[config.mk]
export PLATFORM = sky130hd
export DESIGN_NAME = fetch_prefetch_buffer
export DESIGN_NICKNAME = d
export VERILOG_FILES = /design/src/rtl/fetch_prefetch_buffer.sv
export SDC_FILE = /design/constraint.sdc
export NUM_CORES = 1
export LEC_CHECK = 0
export ABC_AREA = 0
export CAP_MARGIN = 15
export CORE_MARGIN = 8
export CORE_UTILIZATION = 55
export DETAILED_ROUTE_END_ITERATION = 10
export PLACE_DENSITY = 0.87
export SYNTH_ARGS = -nofsm -noshare
export SYNTH_HDL_FRONTEND = slang
export SYNTH_SLANG_ARGS = --single-unit
[constraint.sdc]
create_clock -name clk_i -period 4.7 [get_ports clk_i]
set_input_delay 0.94 -clock clk_i [delete_from_list [all_inputs] [get_ports clk_i]]
set_output_delay 0.94 -clock clk_i [all_outputs]
set_load 0.02 [all_outputs]
[src/rtl/fetch_prefetch_buffer.sv]
// Word prefetcher: req/gnt/rvalid fetch into a PC-tagged in-order FIFO.
// Redirects on execute branches and on taken predictions for the head.
module fetch_prefetch_buffer #(
   parameter int unsigned DEPTH     = 3,
   parameter int unsigned MAX_OUT   = 2,
   parameter logic [31:0] BOOT_ADDR = 32'h0000_1000
) (
   input  logic        clk_i,
   input  logic        rst_ni,
   input  logic        req_i,
   output logic        instr_req_o,
   output logic [31:0] instr_addr_o,
   input  logic        instr_gnt_i,
   input  logic        instr_rvalid_i,
   input  logic [31:0] instr_rdata_i,
   input  logic        branch_i,
   input  logic [31:0] branch_addr_i,
   input  logic        predict_taken_i,
   input  logic [31:0] predict_pc_i,
   output logic        fetch_valid_o,
   output logic [31:0] fetch_rdata_o,
   output logic [31:0] fetch_pc_o,
   input  logic        fetch_ready_i,
   output logic        busy_o
);

   localparam int unsigned FPW = (DEPTH > 1) ? $clog2(DEPTH) : 1;
   localparam int unsigned FCW = $clog2(DEPTH + 1);
   localparam int unsigned QPW = (MAX_OUT > 1) ? $clog2(MAX_OUT) : 1;
   localparam int unsigned OCW = $clog2(MAX_OUT + 1);

   logic [31:0]  fetch_addr_q, addr_d;
   logic [OCW-1:0] out_q, out_d;
   logic [OCW-1:0] discard_q, discard_d;
   logic         busy_q, busy_d;

   logic [FCW-1:0] fifo_cnt_q, fifo_cnt_d;
   logic [FPW-1:0] fifo_rd_q, fifo_wr_q;
   logic [31:0]  fifo_data_q [DEPTH];
   logic [31:0]  fifo_pc_q   [DEPTH];

   logic [QPW-1:0] inf_rd_q, inf_wr_q;
   logic [31:0]  inf_pc_q [MAX_OUT];

   logic fifo_empty, room, gnt, rsp, drop, push, pop;
   logic pred, redirect;
   logic unused_addr_bits;

   function automatic logic [FPW-1:0] fifo_inc(logic [FPW-1:0] p);
      return (p == FPW'(DEPTH - 1)) ? '0 : p + FPW'(1);
   endfunction

   function automatic logic [QPW-1:0] inf_inc(logic [QPW-1:0] p);
      return (p == QPW'(MAX_OUT - 1)) ? '0 : p + QPW'(1);
   endfunction

   assign unused_addr_bits = ^{branch_addr_i[1:0], predict_pc_i[1:0]};

   assign fifo_empty = (fifo_cnt_q == '0);
   assign room = (32'(fifo_cnt_q) + 32'(out_q) < DEPTH)
              && (32'(out_q) < MAX_OUT);

   assign instr_req_o  = rst_ni && req_i && room;
   assign instr_addr_o = fetch_addr_q;

   assign fetch_valid_o = !fifo_empty && !branch_i;
   assign fetch_rdata_o = fifo_empty ? '0 : fifo_data_q[fifo_rd_q];
   assign fetch_pc_o    = fifo_empty ? fetch_addr_q : fifo_pc_q[fifo_rd_q];
   assign busy_o        = busy_q;

   assign gnt      = instr_req_o && instr_gnt_i;
   assign rsp      = instr_rvalid_i && (out_q != '0);
   assign drop     = rsp && (discard_q != '0);
   assign push     = rsp && !drop;
   assign pop      = fetch_valid_o && fetch_ready_i;
   assign pred     = pop && predict_taken_i;
   assign redirect = branch_i || pred;

   // Next fetch address: execute redirect beats prediction beats sequential
   always_comb begin
      addr_d = fetch_addr_q;
      priority case (1'b1)
         branch_i: addr_d = {branch_addr_i[31:2], 2'b00};
         pred:     addr_d = {predict_pc_i[31:2], 2'b00};
         gnt:      addr_d = fetch_addr_q + 32'd4;
         default:  addr_d = fetch_addr_q;
      endcase
   end

   // Counter bookkeeping; a redirect turns all in-flight requests stale
   always_comb begin
      out_d      = out_q + OCW'(gnt) - OCW'(rsp);
      discard_d  = discard_q;
      fifo_cnt_d = fifo_cnt_q + FCW'(push) - FCW'(pop);
      if (redirect) begin
         discard_d  = out_d;
         fifo_cnt_d = '0;
      end else if (drop) begin
         discard_d = discard_q - OCW'(1);
      end
      busy_d = (out_d != '0) || (fifo_cnt_d != '0);
   end

   // Fetch address, counters and registered busy
   always_ff @(posedge clk_i or negedge rst_ni) begin
      if (!rst_ni) begin
         fetch_addr_q <= BOOT_ADDR;
         out_q        <= '0;
         discard_q    <= '0;
         busy_q       <= 1'b0;
      end else begin
         fetch_addr_q <= addr_d;
         out_q        <= out_d;
         discard_q    <= discard_d;
         busy_q       <= busy_d;
      end
   end

   // Instruction FIFO: push tagged responses, pop on consume, flush on redirect
   always_ff @(posedge clk_i or negedge rst_ni) begin
      if (!rst_ni) begin
         fifo_cnt_q <= '0;
         fifo_rd_q  <= '0;
         fifo_wr_q  <= '0;
         for (int i = 0; i < int'(DEPTH); i++) begin
            fifo_data_q[i] <= '0;
            fifo_pc_q[i]   <= '0;
         end
      end else begin
         fifo_cnt_q <= fifo_cnt_d;
         if (redirect) begin
            fifo_rd_q <= '0;
            fifo_wr_q <= '0;
         end else begin
            if (push) begin
               fifo_data_q[fifo_wr_q] <= instr_rdata_i;
               fifo_pc_q[fifo_wr_q]   <= inf_pc_q[inf_rd_q];
               fifo_wr_q              <= fifo_inc(fifo_wr_q);
            end
            if (pop) begin
               fifo_rd_q <= fifo_inc(fifo_rd_q);
            end
         end
      end
   end

   // In-flight PC queue: address pushed on grant, popped on response
   always_ff @(posedge clk_i or negedge rst_ni) begin
      if (!rst_ni) begin
         inf_rd_q <= '0;
         inf_wr_q <= '0;
         for (int i = 0; i < int'(MAX_OUT); i++) begin
            inf_pc_q[i] <= '0;
         end
      end else begin
         if (gnt) begin
            inf_pc_q[inf_wr_q] <= fetch_addr_q;
            inf_wr_q           <= inf_inc(inf_wr_q);
         end
         if (rsp) begin
            inf_rd_q <= inf_inc(inf_rd_q);
         end
      end
   end

endmodule
Word level (Yosys, flattened, before mapping):

Cells that the tools add are included.
W data, S select, Z words.

* output and inout bits: 99
* register bits after elaboration: 301

* add/subtract/negate cells: 11
* mux-type cells: 32
* bitwise operators: 5
* reductions and logical operators: 27
* eq/ne operators: 2
* order comparisons: 8

Operators by type and width (count)
* $mux W32: 14
* $bwmux W96: 2
* $bmux W32 S2: 2
* $bwmux W64: 1
* $demux W32 S2: 1
* $add A32 B3 Y32 const B: 1
* $demux W32 S1: 1
* $mux W2: 9
* $reduce_bool A2 Y1: 7
* $logic_and A1 B1 Y1: 12
* $ge A3 B3 Y1 const B: 2
* $not A2 Y3: 2
* $add A2 B1 Y2: 2
* $add A2 B1 Y2 const B: 2
* $eq A2 B2 Y1 const B: 2
* $ge A2 B2 Y1 const B: 2
* $not A1 Y2: 2
* $sub A2 B1 Y2: 2
* $add A2 B2 Y3: 1
* $logic_not A1 Y1: 3
* $lt A3 B1 Y1 const B: 1
* $lt A3 B2 Y1 const B: 1
* $reduce_bool A3 Y1: 1
* $add A1 B1 Y1 const B: 2
* 8 further kinds: 10

Logic depth before layout (Yosys ltp):

Gate-level depths: netlist of the first run.

* depth in word-level cells: 10
* gate-level depth with buffers: 12
* gate-level depth less buffers: 11

Least setup slack after synthesis of the first run:

No wires, ideal clock.

* kind: input to register
* start: input port branch_i
* end: register busy_q, in the netlist busy_o
* arrival time: 3042 ps
* cell stages on the path: 11
* setup slack: 1519 ps
* path through: clkbuf_1 buf_1 clkbuf_1 nor2_1 ha_1 inv_1 ha_1 xor2_1 xnor2_1 nor2_1 or4_1

* longest elaborated chain between the ends: 8
* elaborated cells on any way between the ends: 9
* classes of those cells: add/sub (1); mux (1); reduce/logical (7)

Ends and longest elaborated chain
* start, declared: RTL line 16 `input logic branch_i,`
* parallel branches: the longest is 5 deep, another holds $sub A2 B1 Y2
* $mux W2 (*): RTL line 95 `if (redirect) begin`
* named net fifo_cnt_d[1]: RTL line 37 `logic [FCW-1:0] fifo_cnt_q, fifo_cnt_d;`
* $reduce_bool A2 Y1 (*): RTL line 101 `busy_d = (out_d != '0) || (fifo_cnt_d != '0);`
* $logic_or A1 B1 Y1 (*): RTL line 101
* named net busy_d: RTL line 35 `logic busy_q, busy_d;`
* end signal, assigned: RTL line 115 `busy_q <= busy_d;`
* end, declared: RTL line 35

Mark *: on every way through the listed nets, which the timed path passes.
A chain may end at the register's enable or synchronous reset.

Worst setup path after layout of the first run:

* start: register fifo_rd_q[0]
* end: output port fetch_pc_o[18]

* longest elaborated chain between the ends: 5

Ends and longest elaborated chain
* start, declared: RTL line 38 `logic [FPW-1:0] fifo_rd_q, fifo_wr_q;`
* start signal, assigned: RTL line 141 `fifo_rd_q <= fifo_inc(fifo_rd_q);`
* $not A2 Y3 (implied by the code): RTL line 68 `assign fetch_pc_o = fifo_empty ? fetch_addr_q : fifo_pc_q[fifo_rd_q];`
* $bmux W32 S2: RTL line 68
* $mux W32 (implied by the code) (2 in a row): RTL line 68
* $mux W32: RTL line 68
* end, declared: RTL line 22 `output logic [31:0] fetch_pc_o,`

No other way between the ends. The select of a mux whose other input is x is not followed.

==> results.txt, run 1 <==
Critical Setup Path Class - reg2out
# resized after CTS - 0
post-synth top area share - 51.7%
layout net count - 1584
Post-route DRC - 0
Finished Cell Area - 0.0172 sq mm
Die Wd - 175 um
Port Buffers - 194
Hold-fix buffers, CTS - 0
first-pass GRT wire length - 60300 um
Fin. Hold Viols - 0
CTS Root Cell - clkbuf_16
initial antenna violation count - 0
Cell Rows - 58
chip height - 175 um
leakage - 0.00755 uW
clock skew - 0.0205 ns
Slew Limit Fails - 0
Final Non-Filler Cells - 1826
number of enable flip-flop cells after synthesis - 0
vias in the first global route - 11500
clk_lat worst skew - 0.56 ns
Core ar. - 0.0250 sq mm
Initial DRT Pass Iterations - 5
Vias - 10900
Critical Path RT - 3.76 ns
cts bufs inserted - 31
gr ovfl total - 0
Routed WL per cell - 20.5 um
Max-slew headroom - 30.7%
max-cap violations - 0
status - finished clean
Final setup viols - 0
number of synthesized register bits - 289
worst min path class - in2async
VDD IR max - 0.439 mV
Yosys warning count - 0
Starting Density - 55.6%
DR iter-0 viols - 1033
top cells by count, synth - dfrtp_1 (288), nor2_1 (238), a21oi_1 (203), mux2_2 (155), mux2i_1 (93)
most area-consuming cells after synthesis - dfrtp_1 (52%), mux2_2 (13%), a21oi_1 (7.3%)
Seq pwr share - 37.5%
Clock power frac - 24.2%
H-tree levels - 1
FMAX - 0.226 GHz
Placed Instances - 1769
ys flop type - dfrtp_1
Synth Cell Area - 0.0139 sq mm
TritonCTS sink count - 289
placed inst area - 0.0160 sq mm
Via density - 5.99
Worst EP arrival - 3.48 ns
sequential-to-total area share from yosys stat - 51.9%
Max clock buf depth - 3
Top Ports - 203
Setup TNS Final - 0 ns
GP Congestion - 0.902
minimum clock period - 4.42 ns
post-CTS setup buffer count - 0
GRT Total Usage - 23.9%
synth-to-layout area growth - 23.2%
CP Launch Type - flip-flop
Avg Inst Size Synth - 10.5 sq um
Sw Pwr - 3840 uW
cell internal pwr - 6890 uW
Critical Path Fanout Max - 39
cell accounting for the most synthesized area - dfrtp_1
total routed wirelength - 37400 um
RSZ-0062 raised after global routing - false
CP endpoint kind - output pin
Yosys cell types - 62
Tot Pwr - 10700 uW
TritonCTS clock tree - built
layout cells sized above 1 - 17.2%
ant diodes - 0
total die area - 0.0307 sq mm
Sw Share - 35.8%
final period utilization - 94.1%
asr flop ratio synth - 100%
pin count of the biggest net entering global routing - 174
Final ANT Viol Nets - 0
Logic pwr share - 38.2%
PD cells - 625 mW/mm^2
Reg clk slew, reported paths - 0.06 ns
top-count cell post-synth - dfrtp_1
slew at the pin closest to its max-slew limit - 1.04 ns
Syn Inst Count - 1325
HPWL Detailed - 23800 um
==> registers in the layout (all words and copies together), names as in the netlist <==
signal and flops:
fifo_data_q 96, inf_rd_q 1, discard_q 2, inf_wr_q 1
fifo_wr_q 2, fifo_rd_q 2, fifo_pc_q 90, inf_pc_q 60
busy_o 1, out_q 2, instr_addr_o 30, fifo_cnt_q 2
==> worst max-delay path, cell delays in order (launching register included) <==
cell	delay, ns
dfrtp_4	0.75
nor2b_4	0.64
buf_4	0.39
a21oi_1	0.11
a21oi_1	0.33
clkdlybuf4s50_1	0.68
==> placed cells by master (no fill, tap or decap), drive strengths merged, types with 27 or more instances in the layout <==
cell	count
buf	27
clkdlybuf4s50	192
o21ai	32
mux2	156
nor2	238
mux2i	93
dfrtp	288
clkbuf	47
nand2	27
a21oi	203
==> stage by stage <==
stage | setup slack, ns | hold WS, ns | util [%]
finish | 0.275 | 0.247 | 68.6
CTS | 0.354 | 0.233 | 68.6
global placement | 0.948 | 0.469 | 64.1
detailed placement | 0.912 | 0.493 | 64.1
floorplan | 1.52 | 0.457 | -
global route | 0.166 | 0.242 | 68.6
==> final cells by class <==
type / count / area (sq um)
Clock buffer: 47 / 966
Clock inverter: 10 / 154
Fill cell: 1776 / 7870
Inverter: 9 / 33.8
Multi-Input combinational cell: 922 / 6200
Sequential cell: 289 / 7240
Tap cell: 330 / 413
Timing Repair Buffer: 219 / 2150
==> cell families (layout without fill, tap and decap cells) <==
group	after synthesis	in the layout	share of synthesized area [%]
other	1	4	0.0269
xor gates and xnor gates	20	20	1.26
buffers and inverters	117	285	3.87
DFF	289	289	51.9
and+or+nand+nor	355	355	11.4
adders and majority gates	8	8	0.772
muxes	249	249	19.3
AOI/OAI and AO/OA	286	286	11.5
==> layer usage <==
layer	track usage (%)	part of all wire, %	vias to the layer above
li1	-	-	4957
met1	30.4	40	5455
met2	41.1	50	447
met3	3.37	7.1	86
met4	8.37	2.8	0
met5	0	0	-
==> power by group through the flow <==
stage,Clock (uW),Combinational [uW],Sequential [uW]
floorplan,0,2670,3840
global placement,0,3950,3970
detailed placement,0,4070,4050
CTS,2630,4110,4020
global route,2740,4470,4140
finish,2600,4110,4030
==> final timing paths <==
path,to,cells past startpoint,slack [ns],startpoint
setup / recovery,fetch_pc_o[18],5,0.28,fifo_rd_q[0]
hold / removal,inf_pc_q[24],1,0.25,rst_ni
setup reg to reg,busy_o,12,1.11,fifo_cnt_q[0]
hold reg to reg,fifo_data_q[42],1,0.50,fifo_data_q[42]
max in group asynchronous,fifo_data_q[41],2,3.12,rst_ni
min in group clk_i,fifo_data_q[42],1,0.50,fifo_data_q[42]
Power figures use the tool's default switching activity.
==> run 2, diff against run 1 <==
Settings changed: CORE_MARGIN 8 to not set.
Clock period 4.7 ns to 5.5 ns, I/O delays scaled along.
==> run 2 against run 1 <==
First-iteration DRC count decreased by 11%; largest cell class unchanged; die area is 15% lower; setup slack improved by 0.75 ns; flip-flop and latch count is the same; final area decreased by 0.55%.
==> results.txt, run 2 (same netlist as run 1, synthesis figures left out) <==
gr ovfl total - 0 (unchanged)
leakage - 0.00748 uW (-0.89%)
TritonCTS sink count - 289 (unchanged)
Port Buffers - 194 (unchanged)
Critical Path Fanout Max - 56 (+44%)
Final Non-Filler Cells - 1814 (-0.66%)
layout cells sized above 1 - 16.8% (-0.40 points)
R2R cell count - 11 (-1)
chip height - 161 um (-8.0%)
Critical Path RT - 4.40 ns (+0.64 ns)
Routed WL per cell - 19.8 um (-3.1%)
Post-route DRC - 0 (unchanged)
Setup TNS Final - 0 ns (unchanged)
CTS Root Cell - clkbuf_16
clk_lat worst skew - 0.55 ns (about the same)
layout net count - 1579 (-0.32%)
minimum clock period - 4.47 ns
Core ar. - 0.0246 sq mm (-1.7%)
Largest regs - fifo_data_q x96, fifo_pc_q x90, inf_pc_q x60
Vias - 10900 (-0.22%)
HPWL Detailed - 22300 um (-6.2%)
crit-path max cell delay - 0.86 ns (+0.11 ns)
ant diodes - 0 (unchanged)
vias in the first global route - 11300 (-1.5%)
FMAX - 0.224 GHz
Fin. Hold Viols - 0 (unchanged)
GP Congestion - 0.855 (-5.2%)
Max clock buf depth - 3 (unchanged)
Slew Limit Fails - 0 (unchanged)
Setup WS pre-CTS - 1.24 ns (+0.325 ns)
# resized after CTS - 0 (unchanged)
worst min path class - in2async
Hold-fix buffers, CTS - 0 (unchanged)
DR iter-0 viols - 919 (-11%)
largest register by flop count - fifo_data_q
Final setup viols - 0 (unchanged)
Critical Path, Cell by Cell - buf_4 -> mux2i_1 -> nor2_1 -> a21oi_1 -> a21oi_1 -> clkdlybuf4s50_1
VDD IR max - 0.358 mV (-19%)
Starting Density - 56.6% (+0.98 points)
TritonCTS clock tree - built
slew at the pin closest to its max-slew limit - 1.12 ns (+0.0834 ns)
most frequent cells in the layout - dfrtp_1 (285), nor2_1 (236), a21oi_1 (203)
final period utilization - 81.3%
max reg flops - 96 (unchanged)
Critical Setup Path Class - reg2out
Critical Path Sink - fetch_pc_o[22]
final setup margin - 1.03 ns (+0.754 ns)
CP Launch Type - flip-flop
CP Launch Point - fifo_rd_q[0]
initial antenna violation count - 0 (unchanged)
slowest CP cell - buf_4
post-CTS setup buffer count - 0 (unchanged)
critical register-to-register path endpoint - busy_o
total routed wirelength - 36000 um (-3.8%)
worst reg2reg setup slack - 1.62 ns (+0.51 ns)
first-pass GRT wire length - 58400 um (-3.2%)
Reg clk slew, reported paths - 0.06 ns (about the same)
clock skew - 0.0187 ns (-0.00179 ns)
RSZ-0062 raised after global routing - false
Initial DRT Pass Iterations - 6 (+1)
Placed Instances - 1758 (-0.62%)
synth-to-layout area growth - 22.5%
Top Ports - 203 (unchanged)
Final ANT Viol Nets - 0 (unchanged)
max-cap violations - 0 (unchanged)
cts bufs inserted - 31 (unchanged)
total die area - 0.0260 sq mm (-15%)
CP endpoint kind - output pin
commonest non-fill, non-tap cell in the layout - dfrtp_1
Worst EP arrival - 3.37 ns (-0.11 ns)
Max-slew headroom - 25.2% (-5.6 points)
pin count of the biggest net entering global routing - 170 (-2.3%)
Final Util - 69.4% (+0.82 points)
status - finished clean
Via density - 6.02 (+0.44%)
Critical R2R Launch - fifo_cnt_q[0]
Cell Rows - 57 (-1.7%)
H-tree levels - 1 (unchanged)
critical path's most frequent cell - a21oi_1
PD cells - 529 mW/mm^2 (-15%)
GRT Total Usage - 28.0% (+4.1 points)
Die Wd - 161 um (-8.0%)
run 2: changes by cell type in the layout (fill, tap and decap cells not counted), sizes merged:
cell | before | now
clkinvlp | 0 | 1
bufinv | 4 | 2
clkinv | 5 | 7
clkbuf | 47 | 46
inv | 10 | 9
buf | 27 | 22
run 2: worst min path at each step:
stage / start / to / slack (ns) / depth (start not counted)
finish: rst_ni / fifo_data_q[60] / 0.44 / 1
global route: rst_ni / fifo_data_q[60] / 0.45 / 1
CTS: rst_ni / fifo_data_q[58] / 0.44 / 1
detailed placement: inf_pc_q[30] / inf_pc_q[30] / 0.49 / 1
global placement: fifo_data_q[93] / fifo_data_q[93] / 0.47 / 1
floorplan: fifo_data_q[93] / fifo_data_q[93] / 0.46 / 1
run 2: power breakdown:
group / total [uW] / internal [uW] / switching [uW]
combinational: 3450 / 1640 / 1810
sequential: 3500 / 2860 / 644
clock: 2080 / 1240 / 836
total: 9030 / 5750 / 3290
run 2: final cells by class:
cell class,instances,area [sq um]
fillers,1753,7540
flip-flops and latches,289,7240
multi-input cells,922,6210
repair buffers,214,2150
clock buffers,46,922
well taps,324,405
clock inverters,10,106
inverters,9,33.8
run 2: metal layers:
| layer | track usage (%) | wire, um |
|---|---|---|
| met1 | 36.9 | 14800 |
| met2 | 47.3 | 17500 |
| met3 | 3.85 | 2660 |
| met4 | 10.3 | 1020 |
| met5 | 0 | 0 |
run 2: per-stage QoR:
| step | hold slack [ns] | instance area (sq um) | total power [uW] |
|---|---|---|---|
| after global routing | 0.453 | 17100 | 9550 |
| after CTS | 0.439 | 17100 | 9050 |
| after floorplan | 0.457 | 13900 | 5560 |
| final | 0.445 | 17100 | 9030 |
| after detailed placement | 0.494 | 16000 | 6940 |
| after global placement | 0.466 | 16000 | 6770 |
run 2: critical path: cells and delay by family (launching register included):
kind / cells / cell delay, ns
compound gates: 2 / 0.40
buf+inv: 2 / 1.53
flops: 1 / 0.53
mux: 1 / 0.17
simple gates: 1 / 0.13
==> run 3, diff against run 2 <==
Clock period 5.5 ns to 4.3 ns, I/O delays scaled along.
==> run 3 against run 2 <==
Sequential share of layout area decreased by 0.15 points; first-iteration DRC count increased by 9.0%; combinational power increased by 31%; sequential power increased by 27%; clock power increased by 27%; total power increased by 28%; routed wire length increased by 0.77%; non-clock buffer count increased by 10; highest routed layer unchanged; critical endpoint is now fetch_pc_o[15]; register-to-register slack got worse by 0.83 ns; final area increased by 0.37%.
==> results.txt, run 3 (same netlist as run 1, synthesis figures left out) <==
Tot Pwr - 11600 uW (+28%)
CP Launch Type - flip-flop
gr ovfl total - 0 (unchanged)
Max clock buf depth - 3 (unchanged)
Starting Density - 56.6% (unchanged)
cts bufs inserted - 29 (-6.5%)
Final Non-Filler Cells - 1820 (+0.33%)
DR iter-0 viols - 1002 (+9.0%)
max-cap violations - 0 (unchanged)
ant diodes - 0 (unchanged)
clock skew - 0.0144 ns (-0.00432 ns)
Core ar. - 0.0246 sq mm (unchanged)
Critical Path, Cell by Cell - or2_2 -> buf_4 -> nor2_1 -> a21oi_1 -> clkdlybuf4s50_1
Placed Instances - 1768 (+0.57%)
synth-to-layout area growth - 23.0%
Critical Setup Path Class - reg2out
Final ANT Viol Nets - 0 (unchanged)
commonest non-fill, non-tap cell in the layout - dfrtp_1
final period utilization - 88.2%
Routed WL per cell - 19.9 um (+0.44%)
minimum clock period - 3.79 ns
status - finished clean
final setup margin - 0.506 ns (-0.523 ns)
H-tree levels - 1 (unchanged)
Critical Path RT - 3.44 ns (-0.96 ns)
# resized after CTS - 0 (unchanged)
Final setup viols - 0 (unchanged)
CP endpoint kind - output pin
Setup WS pre-CTS - 0.598 ns (-0.639 ns)
CTS Root Cell - clkbuf_16
Initial DRT Pass Iterations - 10 (+4)
slew at the pin closest to its max-slew limit - 1.01 ns (-0.113 ns)
max reg flops - 96 (unchanged)
Critical Path Fanout Max - 31 (-45%)
Reg clk slew, reported paths - 0.06 ns (about the same)
Slew Limit Fails - 0 (unchanged)
most frequent cells in the layout - dfrtp_1 (285), nor2_1 (236), a21oi_1 (203)
TritonCTS clock tree - built
largest register by flop count - fifo_data_q
GRT Total Usage - 28.2% (+0.21 points)
PD cells - 677 mW/mm^2 (+28%)
Setup TNS Final - 0 ns (unchanged)
Largest regs - fifo_data_q x96, fifo_pc_q x90, inf_pc_q x60
Vias - 11100 (+1.5%)
Max-slew headroom - 32.7% (+7.5 points)
Via density - 6.09 (+1.2%)
layout cells sized above 1 - 17.3% (+0.47 points)
HPWL Detailed - 22600 um (+1.1%)
Fin. Hold Viols - 0 (unchanged)
Port Buffers - 194 (unchanged)
worst min path class - in2async
slowest CP cell - clkdlybuf4s50_1
clk_lat worst skew - 0.55 ns (about the same)
layout net count - 1587 (+0.51%)
RSZ-0062 raised after global routing - false
pin count of the biggest net entering global routing - 93 (-45%)
first-pass GRT wire length - 58500 um (+0.29%)
VDD IR max - 0.597 mV (+67%)
Worst EP arrival - 2.93 ns (-0.44 ns)
FMAX - 0.264 GHz
Top Ports - 203 (unchanged)
post-CTS setup buffer count - 0 (unchanged)
Cell Rows - 57 (unchanged)
Post-route DRC - 0 (unchanged)
Hold-fix buffers, CTS - 0 (unchanged)
GP Congestion - 0.899 (+5.1%)
total routed wirelength - 36300 um (+0.77%)
TritonCTS sink count - 289 (unchanged)
chip height - 161 um (unchanged)
vias in the first global route - 11400 (+0.53%)
Die Wd - 161 um (unchanged)
leakage - 0.00752 uW (+0.43%)
initial antenna violation count - 0 (unchanged)
total die area - 0.0260 sq mm (unchanged)
WHS - 0.178 ns (-0.267 ns)
crit-path max cell delay - 0.65 ns (-0.21 ns)
[run 3: cell count changes in the layout (fill, tap and decap cells not counted), moves of 2 or more]
cell	before	now
buf_4	15	25
bufinv_16	2	4
clkbuf_1	6	3
clkbuf_16	31	29
clkinv_2	6	4
clkinvlp_4	1	3
[run 3: stage by stage]
stage | util (%) | instance area (sq um)
6_report | 69.6 | 17100
5_1_grt | 69.6 | 17100
4_1_cts | 69.6 | 17100
3_5_place_dp | 65.5 | 16100
3_3_place_gp | 65.5 | 16100
2_1_floorplan | - | 13900
[run 3: area by class of cell]
cell class              instances  area [sq um]
clock buffers                  40           847
clock inverters                12           171
fillers                      1736          7470
inverters                       9          33.8
multi-input cells             922          6200
flip-flops and latches        289          7240
well taps                     324           405
repair buffers                224          2230
[run 3: final timing paths]
kind / slack, ns / end / cells after the start / start
min in group clk_i: 0.50 / fifo_data_q[86] / 1 / fifo_data_q[86]
max in group asynchronous: 2.86 / fifo_data_q[1] / 2 / rst_ni
setup reg to reg: 0.79 / busy_o / 12 / fifo_cnt_q[0]
setup / recovery: 0.51 / fetch_pc_o[15] / 5 / fifo_cnt_q[1]
hold reg to reg: 0.50 / fifo_data_q[86] / 1 / fifo_data_q[86]
hold / removal: 0.18 / inf_pc_q[53] / 1 / rst_ni
[run 3: worst max-delay path: cells and delay by family, from the launching register on]
family | cells | cell delay, ns
buffers and inverters | 2 | 1.01
AOI/OAI and AO/OA | 1 | 0.16
DFF | 1 | 0.50
and+or+nand+nor | 2 | 0.69
[run 3: metal layers]
metal / vias up / part of all wire, % / GRT usage, %
met3: 85 / 7.8 / 4.39
met4: 0 / 2.7 / 9.35
met5: - / 0 / 0
li1: 4964 / - / -
met1: 5524 / 41 / 37.3
met2: 513 / 49 / 47.7
[run 3: power breakdown]
| part | leakage (uW) | internal (uW) | switching [uW] |
|---|---|---|---|
| sequential | 0.00369 | 3660 | 784 |
| combinational | 0.00333 | 2130 | 2380 |
| clock | 0.000496 | 1610 | 1040 |
| total | 0.00752 | 7390 | 4210 |
